$ cat src/rtl/i2s_frame_scheduler_if.sv
// i2s_frame_scheduler_if
// Bundles the upstream sample stream (in_left/in_right/in_valid/in_ready) and the
// transmitter-side signals (lrclk in, left_data/right_data out) of the frame scheduler.
//   slave  : scheduler side (consumes stream and lrclk, drives in_ready and frame data)
//   master : upstream/transmitter side (drives stream and lrclk)
interface i2s_frame_scheduler_if #(
  parameter int unsigned WORD_SIZE = 24
);
  logic [WORD_SIZE-1:0] in_left;
  logic [WORD_SIZE-1:0] in_right;
  logic                 in_valid;
  logic                 in_ready;
  logic                 lrclk;
  logic [WORD_SIZE-1:0] left_data;
  logic [WORD_SIZE-1:0] right_data;

  modport slave (
    input  in_left, in_right, in_valid, lrclk,
    output in_ready, left_data, right_data
  );

  modport master (
    output in_left, in_right, in_valid, lrclk,
    input  in_ready, left_data, right_data
  );
endinterface

$ cat src/rtl/i2s_frame_scheduler.sv
// i2s_frame_scheduler
// Buffers stereo pairs from a valid/ready stream in a small FIFO and loads one pair into
// the I2S transmitter's left_data/right_data once per frame, on the sampled falling edge
// of lrclk. Counts underruns (saturating) and supports muting.
// Ports:
//   clk            system clock (shared with the transmitter)
//   nReset         synchronous active-low reset
//   bus            stream in, lrclk in, in_ready/left_data/right_data out
//   mute           force zero output at frame loads (samples still consumed)
//   frame_tick     one-cycle pulse per frame load
//   underrun       one-cycle pulse when a frame load finds the FIFO empty
//   underrun_count saturating underrun counter
//   level          FIFO occupancy
// Build option: define I2S_SCHED_HOLD_EN to repeat the previous pair on an unmuted
// underrun; otherwise underrun frames output zero.
module i2s_frame_scheduler #(
  parameter int unsigned WORD_SIZE  = 24,
  parameter int unsigned FIFO_DEPTH = 4,
  parameter int unsigned UCNT_W     = 16
) (
  input  logic                        clk,
  input  logic                        nReset,
  i2s_frame_scheduler_if.slave        bus,
  input  logic                        mute,
  output logic                        frame_tick,
  output logic                        underrun,
  output logic [UCNT_W-1:0]           underrun_count,
  output logic [$clog2(FIFO_DEPTH):0] level
);

  localparam int unsigned AW = $clog2(FIFO_DEPTH);
  localparam int unsigned LW = AW + 1;

  typedef logic [2*WORD_SIZE-1:0] pair_t;

  pair_t                mem_q [FIFO_DEPTH];
  logic [AW-1:0]        wr_ptr_q, wr_ptr_d;
  logic [AW-1:0]        rd_ptr_q, rd_ptr_d;
  logic [LW-1:0]        level_q, level_d;
  logic                 lrclk_q;
  logic [WORD_SIZE-1:0] left_q, left_d;
  logic [WORD_SIZE-1:0] right_q, right_d;
  logic                 tick_q, tick_d;
  logic                 under_q, under_d;
  logic [UCNT_W-1:0]    ucnt_q, ucnt_d;

  logic  push, pop, load, empty;
  pair_t head;

  assign bus.in_ready = (level_q < LW'(FIFO_DEPTH));
  assign empty        = (level_q == '0);
  assign push         = bus.in_valid & bus.in_ready;
  // Frame boundary: falling edge of lrclk as seen on clk.
  assign load         = lrclk_q & ~bus.lrclk;
  // A pair pushed on this edge is not visible yet: no empty-bypass.
  assign pop          = load & ~empty;
  assign head         = mem_q[rd_ptr_q];

  always_comb begin
    wr_ptr_d = wr_ptr_q;
    rd_ptr_d = rd_ptr_q;
    level_d  = level_q;
    left_d   = left_q;
    right_d  = right_q;
    tick_d   = load;
    under_d  = load & empty;
    ucnt_d   = ucnt_q;

    if (push) wr_ptr_d = wr_ptr_q + AW'(1);
    if (pop)  rd_ptr_d = rd_ptr_q + AW'(1);

    case ({push, pop})
      2'b10:   level_d = level_q + LW'(1);
      2'b01:   level_d = level_q - LW'(1);
      default: level_d = level_q;
    endcase

    if (load) begin
      if (!empty) begin
        if (mute) begin
          left_d  = '0;
          right_d = '0;
        end else begin
          left_d  = head[2*WORD_SIZE-1:WORD_SIZE];
          right_d = head[WORD_SIZE-1:0];
        end
      end else begin
        if (ucnt_q != '1) ucnt_d = ucnt_q + UCNT_W'(1);
        if (mute) begin
          left_d  = '0;
          right_d = '0;
        end else begin
`ifdef I2S_SCHED_HOLD_EN
          // Last-sample repeat: keep the previous pair.
          left_d  = left_q;
          right_d = right_q;
`else
          left_d  = '0;
          right_d = '0;
`endif
        end
      end
    end
  end

  always_ff @(posedge clk) begin
    if (!nReset) begin
      wr_ptr_q <= '0;
      rd_ptr_q <= '0;
      level_q  <= '0;
      lrclk_q  <= 1'b0;
      left_q   <= '0;
      right_q  <= '0;
      tick_q   <= 1'b0;
      under_q  <= 1'b0;
      ucnt_q   <= '0;
    end else begin
      wr_ptr_q <= wr_ptr_d;
      rd_ptr_q <= rd_ptr_d;
      level_q  <= level_d;
      lrclk_q  <= bus.lrclk;
      left_q   <= left_d;
      right_q  <= right_d;
      tick_q   <= tick_d;
      under_q  <= under_d;
      ucnt_q   <= ucnt_d;
    end
  end

  // Storage needs no reset; the pointers and level define what is valid.
  always_ff @(posedge clk) begin
    if (push) mem_q[wr_ptr_q] <= {bus.in_left, bus.in_right};
  end

  assign bus.left_data  = left_q;
  assign bus.right_data = right_q;
  assign frame_tick     = tick_q;
  assign underrun       = under_q;
  assign underrun_count = ucnt_q;
  assign level          = level_q;

endmodule
$ cat src/flat_wrapper.sv
// flat-port wrapper written by rule: the top's interface ports become plain ports
module i2s_frame_scheduler_flat 
#(
  parameter int unsigned WORD_SIZE  = 24,
  parameter int unsigned FIFO_DEPTH = 4,
  parameter int unsigned UCNT_W     = 16
)
  (clk, nReset, mute, frame_tick, underrun, underrun_count, level, bus_in_left, bus_in_right, bus_in_valid, bus_lrclk, bus_in_ready, bus_left_data, bus_right_data);
  i2s_frame_scheduler_if #(.WORD_SIZE(WORD_SIZE)) bus_i ();
  input  logic clk;
  input  logic nReset;
  input  logic mute;
  output logic frame_tick;
  output logic underrun;
  output logic [UCNT_W-1:0] underrun_count;
  output logic [$clog2(FIFO_DEPTH):0] level;
  input wire logic [$bits(bus_i.in_left)-1:0] bus_in_left;
  input wire logic [$bits(bus_i.in_right)-1:0] bus_in_right;
  input wire logic [$bits(bus_i.in_valid)-1:0] bus_in_valid;
  input wire logic [$bits(bus_i.lrclk)-1:0] bus_lrclk;
  output wire logic [$bits(bus_i.in_ready)-1:0] bus_in_ready;
  output wire logic [$bits(bus_i.left_data)-1:0] bus_left_data;
  output wire logic [$bits(bus_i.right_data)-1:0] bus_right_data;
  assign bus_i.in_left = bus_in_left;
  assign bus_i.in_right = bus_in_right;
  assign bus_i.in_valid = bus_in_valid;
  assign bus_i.lrclk = bus_lrclk;
  assign bus_in_ready = bus_i.in_ready;
  assign bus_left_data = bus_i.left_data;
  assign bus_right_data = bus_i.right_data;
  i2s_frame_scheduler #(.WORD_SIZE(WORD_SIZE), .FIFO_DEPTH(FIFO_DEPTH), .UCNT_W(UCNT_W)) u_core (.clk(clk), .nReset(nReset), .bus(bus_i), .mute(mute), .frame_tick(frame_tick), .underrun(underrun), .underrun_count(underrun_count), .level(level));
endmodule
$ cat config.mk
export PLATFORM = sky130hd
export DESIGN_NAME = i2s_frame_scheduler_flat
export DESIGN_NICKNAME = d
export VERILOG_FILES = /design/src/rtl/i2s_frame_scheduler_if.sv /design/src/rtl/i2s_frame_scheduler.sv /design/src/flat_wrapper.sv
export SDC_FILE = /design/constraint.sdc
export NUM_CORES = 1
export LEC_CHECK = 0
export BUFFER_PORTS_ARGS = -buffer_cell sky130_fd_sc_hd__clkbuf_2
export CORE_ASPECT_RATIO = 1.25
export CORE_MARGIN = 3
export CORE_UTILIZATION = 23
export CTS_CLUSTER_DIAMETER = 100
export CTS_CLUSTER_SIZE = 30
export DETAILED_ROUTE_END_ITERATION = 16
export PLACE_DENSITY = 0.35
export SETUP_SLACK_MARGIN = 0.02
export SYNTH_ARGS = -nofsm -noshare
export SYNTH_HDL_FRONTEND = slang
export SYNTH_SLANG_ARGS = --single-unit
$ cat constraint.sdc
create_clock -name clk -period 2.9 [get_ports clk]
set_input_delay 0.145 -clock clk [delete_from_list [all_inputs] [get_ports clk]]
set_output_delay 0.145 -clock clk [all_outputs]
set_load 0.01 [all_outputs]
==> flow_summary_export.csv <==
group,metric,value,unit
clock_network,htree_levels,1,
sta,tightest_slew,0.840,ns
setup_path,critPathCaptureType,"register",
clock_network,cts_tree,"done",
synthesis,synth-edff-count,192,
clock_network,clk_pin_slew,0.11,ns
synthesis,synth.largest_area_cell,"edfxtp_1",
run,drv_cap,0,
global_route,grt_usage,10.8,%
finish,fin_util,28.9,%
floorplanning,row_count,83,
finish,antenna_cells,0,
floorplanning,io_pins,123,
synthesis,synthesis.nets,625,
detailed_routing,viasPerCell,4.31,
synthesis,ys_seq_elements,268,
global_route,antenna_found_initial,1,
global_route,grt-ovfl-total,0,
clock_network,insertion_delay,0.51,ns
outcome,outcome,"completed",
synthesis,synthTopCellsByArea,"edfxtp_1 59%, dfxtp_1 16%, mux4_2 11%, a22oi_1 3.7%, nor2_1 2.4%",
placed_design,portBuffers,122,
pwr,irDropWorstVdd,0.294,mV
sta,relSlewSlack,44.0,%
floorplanning,start_util,23.6,%
sta,clock_skew,0.0308,ns
floorplanning,die_w,191,µm
finish,multi_input_area,2370,µm²
clock_network,cts-root-buf,"clkbuf_16",
synthesis,yosysTopAreaCellShare,58.8,%
synthesis,synth_top_flop_cell,"edfxtp_1",
clock_network,clkSinkCount,268,
sta,setup_viol,0,
finish,drive_above_1_share,28.8,%
clock_network,cts_setup_buffers,0,
finish,register_area,7290,µm²
detailed_routing,drt-initial-drc-count,218,
detailed_routing,drc_errors,0,
finish,layout_common_cells,"192 x edfxtp_1, 122 x clkbuf_2, 74 x dfxtp_1, 62 x nor2_1, 49 x dlygate4sd3_1",
detailed_routing,ant_nets,0,
setup_path,cp_data_arrival_time,2.66,ns
placed_design,gp_congestion,0.715,
synthesis,synth_warnings,0,
pwr,power_density,579,nW/µm²
setup_path,setup.worst_path.class,"register to register",
synthesis,yosysUniqueCellTypes,36,
sta,hold_violations,0,
finish,nNetsFinal,796,
clock_network,cts_resized,0,
synthesis,synthArstFlopShare,0,%
finish,areaGrowthSynthToFinish,22.6,%
sta,min_period,2.24,ns
synthesis,syn_area,9800,µm²
global_route,grt_max_degree,49,
setup_path,crit_path_start_kind,"register",
detailed_routing,dr.pass1.iters,6,
detailed_routing,drt_wl_total,24500,µm
floorplanning,die-area,45100,µm²
sta,rsz0062_at_grt,"no",
setup_path,crit_required,3.32,ns
setup_path,cp_max_fo,8,
clock_network,ctsHoldBuffers,49,
synthesis,synth.yosys.seq_area_share,74.3,%
placed_design,dp.cells,1224,
detailed_routing,vias,5573,
synthesis,synth.avg_cell_area,17.3,µm²
detailed_routing,wl_per_cell,18.9,µm
sta,min_period_over_period,77.2,%
placed_design,dp_hpwl,14400,µm
finish,layout_commonest_cell,"edfxtp_1",
global_route,grt_pass1_vias,5816,
clock_network,cts_buffer_depth,3,
global_route,grt_first_pass_wirelength,36800,µm
floorplanning,fp.coreArea,41500,µm²
pwr,p_leak,3.99,nW
clock_network,numCtsBuffers,13,
hold_path,hold_class,"input port to register",
finish,nFillCells,4220,
floorplanning,die_h,237,µm
synthesis,synthCells,565,
sta,final.setup.tns,0,ns
finish,stdcell_count,1294,
sta,max_freq,446,MHz
sta,drv_slew,0,
## registers in the layout, indices dropped and copies added (netlist names), named ones only
signal and flops:
u_core.mem_q 192, u_core.bus.left_data 24, u_core.bus.right_data 24, u_core.underrun_count 16, u_core.level 3, u_core.rd_ptr_q 2, u_core.wr_ptr_q 2, u_core.frame_tick 1
u_core.lrclk_q 1, u_core.underrun 1
## where the power goes
| group | switching [W] | internal (W) | leakage, nW |
|---|---|---|---|
| Clock | 0.00122 | 0.000867 | 0.185 |
| Combinational | 0.000300 | 0.000240 | 1.43 |
| Sequential | 0.0000589 | 0.00428 | 2.38 |
## kinds of logic (layout without fill, tap and decap cells)
kind of cell             Yosys count  in the layout  synth area share [%]
AND/OR/NAND/NOR                  115            115                  5.67
multiplexers                      51             51                  11.3
XOR/XNOR                           5              5                 0.447
AO/OA/AOI/OAI                     78             78                  5.62
adder cells (fa/ha/maj)            7              7                 0.970
buffers and inverters             41            218                  1.62
flip-flops                       268            268                  74.3
## synthesized netlist by cell type, drive strengths merged, types with 3 or more instances
library cell  count
o21ai             3
a21oi            13
buf               8
ha                6
or3               4
o31ai             8
clkbuf           24
nand2             9
and2              5
mux4             48
or4               9
a22oi            48
nand3             5
edfxtp          192
nor2             62
nand4             5
nand2b            4
nor3              4
inv               8
mux2i             3
dfxtp            76
xor2              3
## final timing paths
path              slack, ns  cells after the start                      from                        end
hold reg to reg        0.52                      2  u_core.underrun_count[7]   u_core.underrun_count[7]
setup / recovery       0.66                      5  u_core.underrun_count[0]  u_core.underrun_count[10]
hold / removal         0.06                      3                    nReset   u_core.underrun_count[0]
setup reg to reg       0.66                      5  u_core.underrun_count[0]  u_core.underrun_count[10]
## through the flow
| step | power (W) | setup WS [ns] | hold WS [ns] | cell area, µm² |
|---|---|---|---|---|
| 2_1_floorplan | 0.00470 | 0.596 | 0.244 | 9800 |
| 3_3_place_gp | 0.00491 | 0.773 | 0.359 | 11100 |
| 3_5_place_dp | 0.00494 | 0.690 | 0.367 | 11100 |
| 4_1_cts | 0.00713 | 0.651 | 0.0174 | 12000 |
| 5_1_grt | 0.00730 | 0.439 | 0.0352 | 12000 |
| 6_report | 0.00696 | 0.660 | 0.0606 | 12000 |
## routing by layer
layer	part of all wire [%]	routed length (µm)	track usage [%]	vias to the layer above
met3	5.1	1260	1.87	20
met4	1.6	403	2.74	2
li1	-	-	-	2558
met2	53	12900	19.9	110
met1	41	9970	13.0	2883
met5	0.053	13	0	-
## worst max-delay path, stage by stage, from the launching register on
cell and delay (ns):
dfxtp_1 0.44, ha_1 0.23, nand3_1 0.22, or4_1 0.67, or4_1 0.45, a21oi_1 0.15
## area by class of cell
class	count	share of cell area (%)
Sequential cell	268	60.7
Clock inverter	4	0.333
Multi-Input combinational cell	256	19.7
Tap cell	552	5.75
Clock buffer	17	2.83
Inverter	9	0.281
Timing Repair Buffer	188	10.4
Note: power is estimated with default switching activity, not from simulation.
